File: src/rtl/chase_tp_scheduler_pkg.sv
// Shared definitions for the Chase-II test-pattern scheduler.
// Holds GF symbol width, bus widths, FSM state encoding, the code-select constant for
// the 8-syndrome (t=4) code, test-pattern index constants and the tp1 zero-detect helper.
package chase_tp_scheduler_pkg;

  localparam int unsigned W       = 10;        // GF symbol width
  localparam int unsigned NSYN    = 8;         // syndromes per set
  localparam int unsigned SYN_W   = NSYN * W;  // packed syndrome bus, S1 in [W-1:0]
  localparam int unsigned LO_W    = 4 * W;     // S1..S4 slice
  localparam int unsigned ALPHA_W = 4 * W;     // {a^7p, a^5p, a^3p, a^p}

  typedef logic [SYN_W-1:0]   synd_t;
  typedef logic [ALPHA_W-1:0] alpha_t;
  typedef logic [1:0]         tp_idx_t;

  typedef enum logic [1:0] {
    StIdle,
    StRun,
    StIssue
  } state_e;

  localparam logic [1:0] CODE_T4 = 2'b10;

  localparam tp_idx_t TP1 = 2'd0;
  localparam tp_idx_t TP2 = 2'd1;
  localparam tp_idx_t TP3 = 2'd2;
  localparam tp_idx_t TP4 = 2'd3;

  // tp1 counts as error-free when every syndrome the code actually uses is zero.
  function automatic logic tp1_is_zero(synd_t s, logic [1:0] code);
    if (code == CODE_T4) return s == '0;
    return s[LO_W-1:0] == '0;
  endfunction

endpackage

File: src/rtl/chase_tp_scheduler_if.sv
// Bus bundle between the scheduler and its environment (codeword source, flip_syndrome
// datapath, key-equation solver). i_* are driven into the scheduler, o_* are driven by it.
// Modports: slave = scheduler side, master = environment side.
interface chase_tp_scheduler_if;
  import chase_tp_scheduler_pkg::*;

  // Codeword intake
  logic [1:0] i_code;
  logic       i_start;
  logic       o_in_ready;
  synd_t      i_synd;
  alpha_t     i_alpha1;
  alpha_t     i_alpha2;
  logic       i_abort;
  // flip_syndrome datapath
  logic [1:0] o_fs_code;
  synd_t      o_fs_synd;
  alpha_t     o_fs_alpha1;
  alpha_t     o_fs_alpha2;
  logic       o_fs_valid;
  synd_t      i_fs_tp2;
  synd_t      i_fs_tp3;
  synd_t      i_fs_tp4;
  logic       i_fs_tp_valid;
  // Key-equation solver
  logic       o_tp_valid;
  logic       i_tp_ready;
  synd_t      o_tp_synd;
  tp_idx_t    o_tp_idx;
  logic       o_tp_last;
  logic       o_done;
  logic       o_err;

  modport slave (
    input  i_code, i_start, i_synd, i_alpha1, i_alpha2, i_abort,
    input  i_fs_tp2, i_fs_tp3, i_fs_tp4, i_fs_tp_valid, i_tp_ready,
    output o_in_ready, o_fs_code, o_fs_synd, o_fs_alpha1, o_fs_alpha2, o_fs_valid,
    output o_tp_valid, o_tp_synd, o_tp_idx, o_tp_last, o_done, o_err
  );

  modport master (
    output i_code, i_start, i_synd, i_alpha1, i_alpha2, i_abort,
    output i_fs_tp2, i_fs_tp3, i_fs_tp4, i_fs_tp_valid, i_tp_ready,
    input  o_in_ready, o_fs_code, o_fs_synd, o_fs_alpha1, o_fs_alpha2, o_fs_valid,
    input  o_tp_valid, o_tp_synd, o_tp_idx, o_tp_last, o_done, o_err
  );

endinterface

File: src/rtl/chase_tp_buf.sv
// Four-entry test-pattern syndrome register file.
// Entry 0 (tp1) loads from the codeword syndromes at round start, entries 1..3 (tp2..tp4)
// load together from flip_syndrome. The read port selects by idx_i and zeroes S5..S8 when
// mask_hi_i is set (codes that only use S1..S4).
// Ports: clk_i, rst_i (async, active-high), load_tp1_i/tp1_i, load_flip_i/tp2_i..tp4_i,
//        idx_i, mask_hi_i, tp1_o (raw tp1), tp_synd_o (selected, masked).
module chase_tp_buf
  import chase_tp_scheduler_pkg::*;
(
  input  logic    clk_i,
  input  logic    rst_i,
  input  logic    load_tp1_i,
  input  synd_t   tp1_i,
  input  logic    load_flip_i,
  input  synd_t   tp2_i,
  input  synd_t   tp3_i,
  input  synd_t   tp4_i,
  input  tp_idx_t idx_i,
  input  logic    mask_hi_i,
  output synd_t   tp1_o,
  output synd_t   tp_synd_o
);

  synd_t tp_q [4];
  synd_t tp_d [4];
  synd_t sel;

  always_comb begin
    tp_d = tp_q;
    if (load_tp1_i) tp_d[0] = tp1_i;
    if (load_flip_i) begin
      tp_d[1] = tp2_i;
      tp_d[2] = tp3_i;
      tp_d[3] = tp4_i;
    end
  end

  always_ff @(posedge clk_i or posedge rst_i) begin
    if (rst_i) begin
      for (int i = 0; i < 4; i++) tp_q[i] <= '0;
    end else begin
      tp_q <= tp_d;
    end
  end

  always_comb begin
    sel = tp_q[0];
    unique case (idx_i)
      TP1: sel = tp_q[0];
      TP2: sel = tp_q[1];
      TP3: sel = tp_q[2];
      TP4: sel = tp_q[3];
    endcase
    if (mask_hi_i) sel[SYN_W-1:LO_W] = '0;
  end

  assign tp1_o     = tp_q[0];
  assign tp_synd_o = sel;

endmodule

File: src/rtl/chase_tp_scheduler.sv
// Chase-II test-pattern round sequencer for the BCH decoder.
// Latches a codeword's syndromes and the alpha powers of its two least-reliable positions,
// holds them on the flip_syndrome inputs until tp2..tp4 come back (or a timeout expires),
// then serves tp1..tp4 to the shared key-equation solver over a valid/ready handshake.
// Ports: i_clk, i_rst (async, active-high), bus (chase_tp_scheduler_if.slave).
// Parameters: TIMEOUT = max RUN cycles waiting for flip_syndrome (>= 4),
//             EARLY_EXIT = issue tp1 only when tp1 is already error-free.
module chase_tp_scheduler
  import chase_tp_scheduler_pkg::*;
#(
  parameter int unsigned TIMEOUT    = 7,
  parameter bit          EARLY_EXIT = 1'b1
) (
  input  logic                  i_clk,
  input  logic                  i_rst,
  chase_tp_scheduler_if.slave   bus
);

  localparam int unsigned CntW = (TIMEOUT > 1) ? $clog2(TIMEOUT) : 1;

  state_e          state_q, state_d;
  logic [CntW-1:0] cnt_q, cnt_d;
  logic [1:0]      code_q, code_d;
  alpha_t          a1_q, a1_d;
  alpha_t          a2_q, a2_d;
  tp_idx_t         idx_q, idx_d;
  logic            fs_valid_q, fs_valid_d;
  logic            tp_valid_q, tp_valid_d;
  logic            in_ready_q, in_ready_d;
  logic            done_q, done_d;
  logic            err_q, err_d;

  logic  load_tp1, load_flip;
  logic  early, tp_last, hs;
  synd_t tp1_synd, tp_synd;

  chase_tp_buf u_buf (
    .clk_i      (i_clk),
    .rst_i      (i_rst),
    .load_tp1_i (load_tp1),
    .tp1_i      (bus.i_synd),
    .load_flip_i(load_flip),
    .tp2_i      (bus.i_fs_tp2),
    .tp3_i      (bus.i_fs_tp3),
    .tp4_i      (bus.i_fs_tp4),
    .idx_i      (idx_q),
    .mask_hi_i  (code_q != CODE_T4),
    .tp1_o      (tp1_synd),
    .tp_synd_o  (tp_synd)
  );

  // Latched data is stable for the whole round, so early/last are pure decodes of registers.
  assign early   = EARLY_EXIT && tp1_is_zero(tp1_synd, code_q);
  assign tp_last = tp_valid_q && (early ? (idx_q == TP1) : (idx_q == TP4));
  assign hs      = tp_valid_q && bus.i_tp_ready;

  always_comb begin
    state_d   = state_q;
    cnt_d     = cnt_q;
    code_d    = code_q;
    a1_d      = a1_q;
    a2_d      = a2_q;
    idx_d     = idx_q;
    done_d    = 1'b0;
    err_d     = 1'b0;
    load_tp1  = 1'b0;
    load_flip = 1'b0;

    if (bus.i_abort) begin
      // Abort beats start and handshake; no completion or error is reported.
      state_d = StIdle;
    end else begin
      case (state_q)
        StIdle: begin
          if (bus.i_start && in_ready_q) begin
            load_tp1 = 1'b1;
            code_d   = bus.i_code;
            a1_d     = bus.i_alpha1;
            a2_d     = bus.i_alpha2;
            cnt_d    = '0;
            state_d  = StRun;
          end
        end
        StRun: begin
          if (bus.i_fs_tp_valid) begin
            load_flip = 1'b1;
            idx_d     = TP1;
            state_d   = StIssue;
          end else if (cnt_q == CntW'(TIMEOUT - 1)) begin
            err_d   = 1'b1;
            state_d = StIdle;
          end else begin
            cnt_d = cnt_q + 1'b1;
          end
        end
        StIssue: begin
          if (hs) begin
            if (tp_last) begin
              done_d  = 1'b1;
              state_d = StIdle;
            end else begin
              idx_d = idx_q + 2'd1;
            end
          end
        end
        default: state_d = StIdle;
      endcase
    end

    fs_valid_d = (state_d == StRun);
    tp_valid_d = (state_d == StIssue);
    // Stay not-ready during the done/err pulse so a new start lands the cycle after it.
    in_ready_d = (state_d == StIdle) && !done_d && !err_d;
  end

  always_ff @(posedge i_clk or posedge i_rst) begin
    if (i_rst) begin
      state_q    <= StIdle;
      cnt_q      <= '0;
      code_q     <= '0;
      a1_q       <= '0;
      a2_q       <= '0;
      idx_q      <= TP1;
      fs_valid_q <= 1'b0;
      tp_valid_q <= 1'b0;
      in_ready_q <= 1'b1;
      done_q     <= 1'b0;
      err_q      <= 1'b0;
    end else begin
      state_q    <= state_d;
      cnt_q      <= cnt_d;
      code_q     <= code_d;
      a1_q       <= a1_d;
      a2_q       <= a2_d;
      idx_q      <= idx_d;
      fs_valid_q <= fs_valid_d;
      tp_valid_q <= tp_valid_d;
      in_ready_q <= in_ready_d;
      done_q     <= done_d;
      err_q      <= err_d;
    end
  end

  assign bus.o_in_ready  = in_ready_q;
  assign bus.o_fs_code   = code_q;
  assign bus.o_fs_synd   = tp1_synd;
  assign bus.o_fs_alpha1 = a1_q;
  assign bus.o_fs_alpha2 = a2_q;
  assign bus.o_fs_valid  = fs_valid_q;
  assign bus.o_tp_valid  = tp_valid_q;
  assign bus.o_tp_synd   = tp_synd;
  assign bus.o_tp_idx    = idx_q;
  assign bus.o_tp_last   = tp_last;
  assign bus.o_done      = done_q;
  assign bus.o_err       = err_q;

endmodule

File: src/flat_wrapper.sv
// flat-port wrapper written by rule: the top's interface ports become plain ports
module chase_tp_scheduler_flat import chase_tp_scheduler_pkg::*;
#(
  parameter int unsigned TIMEOUT    = 7,
  parameter bit          EARLY_EXIT = 1'b1
)
  (i_clk, i_rst, bus_i_code, bus_i_start, bus_i_synd, bus_i_alpha1, bus_i_alpha2, bus_i_abort, bus_i_fs_tp2, bus_i_fs_tp3, bus_i_fs_tp4, bus_i_fs_tp_valid, bus_i_tp_ready, bus_o_in_ready, bus_o_fs_code, bus_o_fs_synd, bus_o_fs_alpha1, bus_o_fs_alpha2, bus_o_fs_valid, bus_o_tp_valid, bus_o_tp_synd, bus_o_tp_idx, bus_o_tp_last, bus_o_done, bus_o_err);
  chase_tp_scheduler_if bus_i ();
  input  logic i_clk;
  input  logic i_rst;
  input wire logic [$bits(bus_i.i_code)-1:0] bus_i_code;
  input wire logic [$bits(bus_i.i_start)-1:0] bus_i_start;
  input wire logic [$bits(bus_i.i_synd)-1:0] bus_i_synd;
  input wire logic [$bits(bus_i.i_alpha1)-1:0] bus_i_alpha1;
  input wire logic [$bits(bus_i.i_alpha2)-1:0] bus_i_alpha2;
  input wire logic [$bits(bus_i.i_abort)-1:0] bus_i_abort;
  input wire logic [$bits(bus_i.i_fs_tp2)-1:0] bus_i_fs_tp2;
  input wire logic [$bits(bus_i.i_fs_tp3)-1:0] bus_i_fs_tp3;
  input wire logic [$bits(bus_i.i_fs_tp4)-1:0] bus_i_fs_tp4;
  input wire logic [$bits(bus_i.i_fs_tp_valid)-1:0] bus_i_fs_tp_valid;
  input wire logic [$bits(bus_i.i_tp_ready)-1:0] bus_i_tp_ready;
  output wire logic [$bits(bus_i.o_in_ready)-1:0] bus_o_in_ready;
  output wire logic [$bits(bus_i.o_fs_code)-1:0] bus_o_fs_code;
  output wire logic [$bits(bus_i.o_fs_synd)-1:0] bus_o_fs_synd;
  output wire logic [$bits(bus_i.o_fs_alpha1)-1:0] bus_o_fs_alpha1;
  output wire logic [$bits(bus_i.o_fs_alpha2)-1:0] bus_o_fs_alpha2;
  output wire logic [$bits(bus_i.o_fs_valid)-1:0] bus_o_fs_valid;
  output wire logic [$bits(bus_i.o_tp_valid)-1:0] bus_o_tp_valid;
  output wire logic [$bits(bus_i.o_tp_synd)-1:0] bus_o_tp_synd;
  output wire logic [$bits(bus_i.o_tp_idx)-1:0] bus_o_tp_idx;
  output wire logic [$bits(bus_i.o_tp_last)-1:0] bus_o_tp_last;
  output wire logic [$bits(bus_i.o_done)-1:0] bus_o_done;
  output wire logic [$bits(bus_i.o_err)-1:0] bus_o_err;
  assign bus_i.i_code = bus_i_code;
  assign bus_i.i_start = bus_i_start;
  assign bus_i.i_synd = bus_i_synd;
  assign bus_i.i_alpha1 = bus_i_alpha1;
  assign bus_i.i_alpha2 = bus_i_alpha2;
  assign bus_i.i_abort = bus_i_abort;
  assign bus_i.i_fs_tp2 = bus_i_fs_tp2;
  assign bus_i.i_fs_tp3 = bus_i_fs_tp3;
  assign bus_i.i_fs_tp4 = bus_i_fs_tp4;
  assign bus_i.i_fs_tp_valid = bus_i_fs_tp_valid;
  assign bus_i.i_tp_ready = bus_i_tp_ready;
  assign bus_o_in_ready = bus_i.o_in_ready;
  assign bus_o_fs_code = bus_i.o_fs_code;
  assign bus_o_fs_synd = bus_i.o_fs_synd;
  assign bus_o_fs_alpha1 = bus_i.o_fs_alpha1;
  assign bus_o_fs_alpha2 = bus_i.o_fs_alpha2;
  assign bus_o_fs_valid = bus_i.o_fs_valid;
  assign bus_o_tp_valid = bus_i.o_tp_valid;
  assign bus_o_tp_synd = bus_i.o_tp_synd;
  assign bus_o_tp_idx = bus_i.o_tp_idx;
  assign bus_o_tp_last = bus_i.o_tp_last;
  assign bus_o_done = bus_i.o_done;
  assign bus_o_err = bus_i.o_err;
  chase_tp_scheduler #(.TIMEOUT(TIMEOUT), .EARLY_EXIT(EARLY_EXIT)) u_core (.i_clk(i_clk), .i_rst(i_rst), .bus(bus_i));
endmodule
File: config.mk
export PLATFORM = sky130hd
export DESIGN_NAME = chase_tp_scheduler_flat
export DESIGN_NICKNAME = d
export VERILOG_FILES = /design/src/rtl/chase_tp_scheduler_pkg.sv /design/src/rtl/chase_tp_scheduler_if.sv /design/src/rtl/chase_tp_buf.sv /design/src/rtl/chase_tp_scheduler.sv /design/src/flat_wrapper.sv
export SDC_FILE = /design/constraint.sdc
export NUM_CORES = 1
export LEC_CHECK = 0
export ABC_AREA = 1
export CORE_AREA = 2 2 253 255
export DETAILED_ROUTE_END_ITERATION = 10
export DIE_AREA = 0 0 255 257
export GPL_TIMING_DRIVEN = 0
export HOLD_SLACK_MARGIN = 0.05
export PLACE_DENSITY = 0.71
export SLEW_MARGIN = 20
export SYNTH_ARGS = -nofsm -noshare
export SYNTH_HDL_FRONTEND = slang
export SYNTH_SLANG_ARGS = --single-unit
File: constraint.sdc
create_clock -name i_clk -period 15.7 [get_ports i_clk]
set_clock_uncertainty 0.2 [all_clocks]
set_input_delay 4.71 -clock i_clk [delete_from_list [all_inputs] [get_ports i_clk]]
set_output_delay 4.71 -clock i_clk [all_outputs]
set_load 0.03 [all_outputs]
==> metrics <==
outcome=completed; placed instance count=3832; top cells by area, synth=dfrtp_1 (55%), nand2_1 (22%), o21ai_0 (6.2%); Worst setup SP type=register; clk buf depth=3; Synth Register Bits=414; Die W=255 um; HP Class=register to register; DRC Markers=0; arrival time at the worst endpoint=4230 ps; Final Routed Wirelength=83410 um; Cell variety after synth=29; post-CTS resize count=0; Ports=658; post-CTS setup buffers=0; Tot GR Track Use=25.00%; P_leak=0.01332 uW; Starting Density=30.18%; die height=257 um; final slew viol count=0; number of synthesized flops with an enable pin=0; DRT Pass-1 Iters=5; Site Rows=92; Routed Antenna Nets=0; crit path max fanout=10; period utilization=58.20%; Cells after Synth=2315; synthesized cell area=0.01893 mm^2; clock insertion delay at the later pin of the skew report=590 ps; Port Buffers=657; DRT iter0 DRCs=1549; Slew headroom=29.71%; cts bufs inserted=49; Mapped Nets=2730; CP required=10790 ps; P per Cell Area=198.3 mW/mm^2; aggregate global routing overflow=0; kind of critical path=register to primary output; Die ar.=0.06554 mm^2; Yosys top cell area share=54.59%; fmax=109.4 MHz; warning count from the yosys run=0; CP Capture Type=primary output; crit path time final=9138 ps; Via density=4.766; Setup-failing EPs final=0; vias in the first global route=18790; worst slew pin tran=1054 ps; register area share after synthesis=54.73%; final std cells w/o fill=3918; DR WL/cell=21.29 um; Detail Placement HPWL=65350 um; area leader, netlist=dfrtp_1; GPL Wtd Cong=0.9311; Peak VDD IR=0.1443 mV; RSZ-0062 raised after global routing=false; hold slack=270.3 ps; clock root buffer=clkbuf_16; Async S/R FF share, synth=100.0%; synth cell count leaders=nand2_1 (1112), dfrtp_1 (413), o21ai_0 (236); CTS hold repair buffers=0; total negative setup slack=0 ps; TritonCTS clock tree=done; CTS H-tree lvls=2; Clock Sinks=414; Core Box Area=0.06274 mm^2; syn_area_per_cell=8.178 um^2; top_reg_cell synth=dfrtp_1; first-pass GRT wire length=121400 um; largest net degree at the start of global routing=34; initial antenna violation count=9; Area growth syn-to-layout=50.67%; Reg clk slew, reported paths=60 ps; # nets final=3452; max-cap violation count=0; most numerous cell in the Yosys netlist=nand2_1; via count=18670; share of cells above drive strength 1=8.173%; Hold Vio Cnt, Final=0
-- layout make-up --
type	instances	area, um^2
Timing Repair Buffer	671	6864
Antenna cell	1	2.502
Tap cell	846	1059
Fill cell	6072	34210
Multi-Input combinational cell	1590	6808
Clock buffer	68	1388
Sequential cell	414	10360
Buffer	229	1456
Inverter	82	311.5
Clock inverter	17	277.8
-- cells by family after synthesis --
| family | count (synthesis) | synth area share (%) |
|---|---|---|
| adder cells (fa/ha/maj) | 7 | 0.4626 |
| XOR/XNOR | 1 | 0.04627 |
| buffers and inverters | 311 | 9.318 |
| flip-flops | 414 | 54.73 |
| AO/OA/AOI/OAI | 402 | 11.70 |
| AND/OR/NAND/NOR | 1180 | 23.74 |
-- final timing paths --
kind / startpoint / endpoint / slack, ps / cells past startpoint
min: u_core.u_buf.tp_q[219] / u_core.u_buf.tp_q[219] / 270 / 2
max: u_core.bus.o_tp_idx[1] / bus_o_tp_synd[55] / 6560 / 8
max in group asynchronous: i_rst / u_core.u_buf.tp_q[8] / 9460 / 7
min in group asynchronous: i_rst / u_core.bus.o_fs_alpha1[26] / 4330 / 2
min reg2reg: u_core.u_buf.tp_q[219] / u_core.u_buf.tp_q[219] / 270 / 2
max reg2reg: u_core.cnt_q[0] / u_core.u_buf.tp1_o[35] / 12760 / 9
-- registers in the layout (all words and copies together), names as in the netlist, 2 cells and up --
| register | flops |
|---|---|
| u_core.u_buf.tp1_o | 80 |
| u_core.cnt_q | 3 |
| u_core.bus.o_fs_code | 2 |
| u_core.bus.o_fs_alpha1 | 40 |
| u_core.bus.o_fs_alpha2 | 40 |
| u_core.bus.o_tp_idx | 2 |
| u_core.state_q | 2 |
| u_core.u_buf.tp_q | 240 |
-- routing by layer --
| layer | GRT usage, % | wire [um] | vias up | part of all wire (%) |
|---|---|---|---|---|
| li1 | - | - | 8735 | - |
| met3 | 6.797 | 7254 | 193 | 8.7 |
| met1 | 29.15 | 31650 | 8858 | 38 |
| met5 | 0 | 85 | - | 0.10 |
| met2 | 42.19 | 39920 | 874 | 48 |
| met4 | 12.23 | 4505 | 12 | 5.4 |
-- stage by stage --
| stage | instance area (um^2) | util, % | setup slack (ps) | power [uW] |
|---|---|---|---|---|
| after floorplan | 18940 | - | 5209 | 3292 |
| after global placement | 26570 | 42.36 | 2171 | 4413 |
| after detailed placement | 26860 | 42.81 | 6969 | 4459 |
| after CTS | 28520 | 45.47 | 6350 | 5678 |
| after global routing | 28520 | 45.47 | 6247 | 5959 |
| final | 28530 | 45.47 | 6562 | 5658 |
-- worst max-delay path, cell delays in order (launching register included) --
cell and delay [ps]:
dfrtp_1 450, inv_1 130, ha_1 150, clkbuf_1 360
clkbuf_1 700, clkbuf_1 590, a21oi_1 90, a31oi_1 310
clkdlybuf4s50_1 870
-- where the power goes --
part,switching (uW),internal [uW]
sequential,325,1580
clock,475,729
combinational,1520,1030
-- layout by cell type (no fill, tap or decap), types with 3 or more instances in the layout --
| master | count |
|---|---|
| clkbuf_1 | 84 |
| a221oi_1 | 17 |
| clkbuf_8 | 9 |
| bufinv_16 | 7 |
| clkbuf_2 | 3 |
| dfrtp_1 | 413 |
| clkdlybuf4s50_1 | 657 |
| a31oi_1 | 41 |
| nand4_1 | 8 |
| buf_12 | 13 |
| clkinv_2 | 4 |
| nor2_1 | 39 |
| buf_2 | 30 |
| a21oi_1 | 81 |
| o21ai_0 | 236 |
| clkbuf_16 | 49 |
| nand3_1 | 13 |
| buf_6 | 28 |
| a32oi_1 | 23 |
| inv_1 | 79 |
| o21ai_1 | 3 |
| nand2_1 | 1112 |
| clkinvlp_4 | 5 |
| ha_1 | 7 |
| buf_4 | 92 |
Note: power is estimated with default switching activity, not from simulation.
